$ cat src/rtl/cu_pkg.sv
// cu_pkg: shared constants for the ID/EX control unit.
//   - instruction mode encodings (MODE_*)
//   - data-processing opcode encodings (OP_*)
//   - ALU command encodings driven on exe_cmd (EXE_*)
//   - FSM state encoding for the memory-hold sequencer (state_t)
package cu_pkg;

  localparam logic [1:0] MODE_DP  = 2'b00;
  localparam logic [1:0] MODE_MEM = 2'b01;
  localparam logic [1:0] MODE_BR  = 2'b10;
  localparam logic [1:0] MODE_RSV = 2'b11;

  localparam logic [3:0] OP_AND = 4'b0000;
  localparam logic [3:0] OP_EOR = 4'b0001;
  localparam logic [3:0] OP_SUB = 4'b0010;
  localparam logic [3:0] OP_ADD = 4'b0100;
  localparam logic [3:0] OP_ADC = 4'b0101;
  localparam logic [3:0] OP_SBC = 4'b0110;
  localparam logic [3:0] OP_TST = 4'b1000;
  localparam logic [3:0] OP_CMP = 4'b1010;
  localparam logic [3:0] OP_ORR = 4'b1100;
  localparam logic [3:0] OP_MOV = 4'b1101;
  localparam logic [3:0] OP_MVN = 4'b1111;

  localparam logic [3:0] EXE_NOP = 4'b0000;
  localparam logic [3:0] EXE_MOV = 4'b0001;
  localparam logic [3:0] EXE_ADD = 4'b0010;
  localparam logic [3:0] EXE_ADC = 4'b0011;
  localparam logic [3:0] EXE_SUB = 4'b0100;
  localparam logic [3:0] EXE_SBC = 4'b0101;
  localparam logic [3:0] EXE_AND = 4'b0110;
  localparam logic [3:0] EXE_ORR = 4'b0111;
  localparam logic [3:0] EXE_EOR = 4'b1000;
  localparam logic [3:0] EXE_MVN = 4'b1001;
  localparam logic [3:0] EXE_ILL = 4'b1111;

  typedef enum logic {
    IDLE = 1'b0,
    WAIT = 1'b1
  } state_t;

endpackage

$ cat src/rtl/cu_decode.sv
// cu_decode: purely combinational decode of mode/opcode/s into control fields.
// Ports:
//   mode, opcode, s       in   instruction fields
//   exe_cmd               out  ALU command
//   mem_read, mem_write,
//   wb_en, b,
//   status_update         out  raw enables (not yet squashed by valid/cond)
//   illegal               out  undefined data-processing opcode or reserved mode
module cu_decode
  import cu_pkg::*;
(
  input  logic [1:0] mode,
  input  logic [3:0] opcode,
  input  logic       s,
  output logic [3:0] exe_cmd,
  output logic       mem_read,
  output logic       mem_write,
  output logic       wb_en,
  output logic       b,
  output logic       status_update,
  output logic       illegal
);

  always_comb begin
    exe_cmd       = EXE_NOP;
    mem_read      = 1'b0;
    mem_write     = 1'b0;
    wb_en         = 1'b0;
    b             = 1'b0;
    status_update = 1'b0;
    illegal       = 1'b0;
    case (mode)
      MODE_DP: begin
        wb_en = 1'b1;
        case (opcode)
          OP_MOV: exe_cmd = EXE_MOV;
          OP_MVN: exe_cmd = EXE_MVN;
          OP_ADD: exe_cmd = EXE_ADD;
          OP_ADC: exe_cmd = EXE_ADC;
          OP_SUB: exe_cmd = EXE_SUB;
          OP_SBC: exe_cmd = EXE_SBC;
          OP_AND: exe_cmd = EXE_AND;
          OP_ORR: exe_cmd = EXE_ORR;
          OP_EOR: exe_cmd = EXE_EOR;
          // Compare/test only update flags, never write back.
          OP_CMP: begin
            exe_cmd = EXE_SUB;
            wb_en   = 1'b0;
          end
          OP_TST: begin
            exe_cmd = EXE_AND;
            wb_en   = 1'b0;
          end
          default: begin
            exe_cmd = EXE_ILL;
            wb_en   = 1'b0;
            illegal = 1'b1;
          end
        endcase
        status_update = s & ~illegal;
      end
      MODE_MEM: begin
        exe_cmd   = EXE_ADD;
        mem_read  = s;
        mem_write = ~s;
        wb_en     = s;
      end
      MODE_BR: begin
        exe_cmd = EXE_NOP;
        b       = 1'b1;
      end
      default: begin
        exe_cmd = EXE_ILL;
        illegal = 1'b1;
      end
    endcase
  end

endmodule

$ cat src/rtl/control_unit_pipe.sv
// control_unit_pipe: registered ID/EX control unit.
// Decodes the instruction (via cu_decode), squashes enables for invalid,
// condition-failed or illegal instructions, and registers the result.
// Memory ops are held in the output register for MEM_WAIT extra cycles.
// Parameters:
//   MEM_WAIT  extra hold cycles for LDR/STR (0..15)
//   CNT_W     wait counter width, 2^CNT_W > MEM_WAIT
// Ports:
//   clk, rst                    clock, async active-high reset
//   valid_in, mode, opcode, s   instruction inputs
//   cond_pass                   condition check result
//   stall                       freeze output register and counter
//   flush                       load a bubble into the output register
//   exe_cmd, mem_read, mem_write, wb_en, b, status_update, illegal,
//   valid_out                   registered ID/EX control fields
//   busy                        high while holding a memory op (WAIT)
module control_unit_pipe
  import cu_pkg::*;
#(
  parameter int unsigned MEM_WAIT = 0,
  parameter int unsigned CNT_W    = 4
) (
  input  logic       clk,
  input  logic       rst,
  input  logic       valid_in,
  input  logic [1:0] mode,
  input  logic [3:0] opcode,
  input  logic       s,
  input  logic       cond_pass,
  input  logic       stall,
  input  logic       flush,
  output logic [3:0] exe_cmd,
  output logic       mem_read,
  output logic       mem_write,
  output logic       wb_en,
  output logic       b,
  output logic       status_update,
  output logic       illegal,
  output logic       valid_out,
  output logic       busy
);

  logic [3:0] dec_exe_cmd;
  logic       dec_mem_read;
  logic       dec_mem_write;
  logic       dec_wb_en;
  logic       dec_b;
  logic       dec_status_update;
  logic       dec_illegal;

  cu_decode u_decode (
    .mode          (mode),
    .opcode        (opcode),
    .s             (s),
    .exe_cmd       (dec_exe_cmd),
    .mem_read      (dec_mem_read),
    .mem_write     (dec_mem_write),
    .wb_en         (dec_wb_en),
    .b             (dec_b),
    .status_update (dec_status_update),
    .illegal       (dec_illegal)
  );

  state_t           state;
  logic [CNT_W-1:0] cnt;

  logic live;
  logic en_ok;
  logic mem_op;

  // A live instruction still reaches the output when illegal (so the trap
  // logic sees it), but with every enable forced off.
  assign live   = valid_in & cond_pass;
  assign en_ok  = live & ~dec_illegal;
  assign mem_op = en_ok & (dec_mem_read | dec_mem_write);

  assign busy = (state == WAIT);

  always_ff @(posedge clk or posedge rst) begin
    if (rst) begin
      state         <= IDLE;
      cnt           <= '0;
      exe_cmd       <= '0;
      mem_read      <= 1'b0;
      mem_write     <= 1'b0;
      wb_en         <= 1'b0;
      b             <= 1'b0;
      status_update <= 1'b0;
      illegal       <= 1'b0;
      valid_out     <= 1'b0;
    end else if (flush) begin
      state         <= IDLE;
      cnt           <= '0;
      exe_cmd       <= '0;
      mem_read      <= 1'b0;
      mem_write     <= 1'b0;
      wb_en         <= 1'b0;
      b             <= 1'b0;
      status_update <= 1'b0;
      illegal       <= 1'b0;
      valid_out     <= 1'b0;
    end else if (!stall) begin
      case (state)
        IDLE: begin
          exe_cmd       <= dec_exe_cmd;
          mem_read      <= dec_mem_read & en_ok;
          mem_write     <= dec_mem_write & en_ok;
          wb_en         <= dec_wb_en & en_ok;
          b             <= dec_b & en_ok;
          status_update <= dec_status_update & en_ok;
          illegal       <= dec_illegal & live;
          valid_out     <= live;
          if ((MEM_WAIT != 0) && mem_op) begin
            state <= WAIT;
            cnt   <= CNT_W'(MEM_WAIT);
          end
        end
        WAIT: begin
          // Output register holds; leave once the cnt==1 cycle is consumed.
          if (cnt == CNT_W'(1)) begin
            state <= IDLE;
            cnt   <= '0;
          end else begin
            cnt <= cnt - CNT_W'(1);
          end
        end
        default: begin
          state <= IDLE;
          cnt   <= '0;
        end
      endcase
    end
  end

endmodule

$ cat config.mk
export PLATFORM = sky130hd
export DESIGN_NAME = control_unit_pipe
export DESIGN_NICKNAME = d
export VERILOG_FILES = /design/src/rtl/cu_pkg.sv /design/src/rtl/cu_decode.sv /design/src/rtl/control_unit_pipe.sv
export SDC_FILE = /design/constraint.sdc
export NUM_CORES = 1
export LEC_CHECK = 0
export BUFFER_PORTS_ARGS = -buffer_cell sky130_fd_sc_hd__buf_2
export CAP_MARGIN = 20
export CORE_UTILIZATION = 50
export CTS_CLUSTER_DIAMETER = 80
export DETAILED_ROUTE_END_ITERATION = 8
export GPL_TIMING_DRIVEN = 1
export PLACE_DENSITY = 0.73
export SETUP_SLACK_MARGIN = 0.15
export SLEW_MARGIN = 20
export SYNTH_ARGS = -nofsm -noshare
export SYNTH_HDL_FRONTEND = slang
export SYNTH_SLANG_ARGS = --single-unit
export TNS_END_PERCENT = 50
$ cat constraint.sdc
create_clock -name clk -period 1.6 [get_ports clk]
set_input_delay 0.32 -clock clk [delete_from_list [all_inputs] [get_ports clk]]
set_output_delay 0.32 -clock clk [all_outputs]
set_load 0.02 [all_outputs]
==> results.json <==
{
  "clockRootBuffer": "clkbuf_4",
  "critPathKind": "reg -> reg",
  "fmax_mhz": 739,
  "syn_avg_cell_area_um2": 9.47,
  "dpl.hpwl_mm": 1.45,
  "status": "complete, no violations",
  "postCtsHoldBufs": 0,
  "synth-xor-area-share": 0.00873,
  "diodes": 0,
  "ys_seq_elements": 16,
  "firstDrtPassIters": 4,
  "synth.distinct_cells": 37,
  "synth-compound-area-share": 0.201,
  "nets": 150,
  "synth_fa_ha_area_frac": 0.0748,
  "cpPeakStageDelay_ns": 0.48,
  "syn_nets": 125,
  "die_y_um": 46.8,
  "syn-instance-count": 106,
  "finalWirelength_mm": 1.94,
  "hold_class": "in -> async",
  "portBuffers": 24,
  "initial_core_util": 0.557,
  "finalSetupViolCount": 0,
  "syn_area_um2": 1000,
  "core_um2": 1800,
  "seq_area_frac_synth": 0.399,
  "instances_no_fill": 154,
  "clockBufferDepth": 2,
  "cts_buffers": 3,
  "viasPerCell": 5.68,
  "cts_tree": "done",
  "hold_viol_final": 0,
  "rows": 15,
  "cts.sinks": 16,
  "relSlewSlack": 0.588,
  "io_pins": 25,
  "cp.required_ns": 1.80,
  "final_layout_size_suffix_gt1_frac": 0.264,
  "nFillCells": 173,
  "crit_path_cell_trace": "nor2_4 -> buf_4 -> nor2_1 -> nand2_1 -> o31ai_2",
  "synth_warnings": 0,
  "finalCriticalPeriod_ns": 1.35,
  "gp_congestion": 0.788,
  "synth_mux_area_frac": 0.0299,
  "cts_max_level": 1,
  "synthToLayoutAreaGrowth_pct": 14.0,
  "die_w_um": 46.8,
  "drv_cap": 0,
  "wl_per_cell_um": 12.6,
  "synth_top_family_by_area": "simple AND/OR/NAND/NOR gates",
  "ir_drop_v": 0.000367,
  "drt_iter0_drc": 20,
  "p_leak_nw": 0.599,
  "drv_slew": 0,
  "crit_family": "simple AND/OR/NAND/NOR gates",
  "rsz0062_at_grt": "no",
  "antenna_found_initial": 0,
  "grt_use_total": 0.208,
  "ant_nets": 0,
  "cts_resized": 0,
  "drc": 0,
  "grt_pass1_vias": 744,
  "grt_pass1_wl_mm": 3.13,
  "crit_fanout": 7,
  "clkTransAtPathRegs_ns": 0.09,
  "post-route-period-util": 0.846,
  "overflow": 0,
  "tightest_slew_ns": 0.617,
  "synth-simple-area-share": 0.212,
  "critPathBufInv": 1,
  "fin_skew_ns": 0.00229,
  "post_cts.repair.setup_buffers": 0,
  "insertion_delay_ns": 0.28,
  "cp_data_arrival_time_ns": 1.55,
  "dp_cells": 151,
  "dieArea_um2": 2190,
  "grt_max_degree": 17,
  "vias": 875,
  "cp-start-kind": "flip-flop",
  "critical_path.endpoint_type": "flip-flop",
  "tns_ns": 0,
  "crit_slowest_cell": "dfrtp_1",
  "power.density_nw_per_um2": 684
}
state kept, by name, summed over array words and instances (netlist names):
name and cells:
b 1, busy 1, cnt 4, exe_cmd 4, illegal 1, mem_read 1, mem_write 1, status_update 1
valid_out 1, wb_en 1
metal layers:
| layer | up-vias | track usage | share of wire |
|---|---|---|---|
| met5 | - | 0 | 0 |
| met2 | 30 | 0.342 | 0.45 |
| met1 | 415 | 0.266 | 0.47 |
| met3 | 5 | 0.0231 | 0.047 |
| li1 | 425 | - | - |
| met4 | 0 | 0.120 | 0.023 |
cell usage in the layout (no fill, tap or decap), drive strengths merged:
cell type  instances
nand3b             3
and2b              2
clkbuf             3
nand3              2
nand2b             4
a21o               1
inv                7
o211a              1
a31oi              3
a311oi             1
a32o               5
buf               26
a211oi             1
a21oi              5
a31o               2
mux2i              3
o22ai              1
ha                 6
nand2              7
and3b              1
o21ai              4
nor2              15
o2111ai            1
nor2b              2
dfrtp             16
o31ai              1
nand4              1
nor3               3
xor2               1
and2               1
synth_stat cells, drive strengths merged:
library cell	n	area, um^2
a31o	2	26.3
a31oi	3	18.8
a21oi	5	25.0
o2111ai	1	8.76
o211a	1	10.0
a32o	5	50.1
dfrtp	16	400
o31ai	1	12.5
a21o	1	7.51
nor2b	2	12.5
and2	1	6.26
and2b	2	16.3
a211oi	1	7.51
nor2	15	63.8
nand3b	3	22.5
and3b	1	8.76
a311oi	1	8.76
xor2	1	8.76
ha	6	75.1
nand4	1	6.26
o22ai	1	6.26
mux2i	3	30.0
o21ai	4	20.0
nor3	3	15.0
nand2	7	26.3
nand2b	4	25.0
inv	7	26.3
clkbuf	2	17.5
nand3	2	10.0
buf	4	31.3
area by class of cell:
cell class	count	area, um^2	share of cell area
Timing Repair Buffer	26	135	0.118
Tap cell	25	31.3	0.0274
Sequential cell	16	400	0.350
Clock buffer	3	22.5	0.0197
Inverter	7	26.3	0.0230
Multi-Input combinational cell	77	528	0.462
final timing paths:
kind                       startpoint        end  slack, ns  cells after the start
max                              busy    illegal       0.25                      5
min                               rst       busy        0.1                      2
max reg2reg                      busy    illegal       0.25                      5
min reg2reg                 valid_out  valid_out       0.48                      1
max in group asynchronous         rst   mem_read       1.11                      2
min in group clk            cond_pass    illegal       0.32                      3
kinds of logic after synthesis:
logic type / count (synthesis)
buffers and inverters: 13
xor gates and xnor gates: 1
adders and majority gates: 6
and+or+nand+nor: 41
DFF: 16
muxes: 3
AOI/OAI and AO/OA: 26
metrics by stage:
step	area (um^2)	util	total power, mW	hold slack (ns)	setup slack (ns)
3_5_place_dp	1120	0.622	0.580	0.421	0.0119
3_3_place_gp	1120	0.622	0.576	0.414	0.0446
2_1_floorplan	1010	-	0.539	0.234	0.163
6_report	1140	0.635	0.782	0.0950	0.247
4_1_cts	1140	0.635	0.786	0.115	0.250
5_1_grt	1140	0.635	0.822	0.152	0.153
power breakdown:
part	internal (mW)	switching, mW
clock	0.0874	0.122
sequential	0.414	0.00459
combinational	0.0601	0.0935
total	0.562	0.220
No activity file was read; power rests on OpenSTA's default activity.
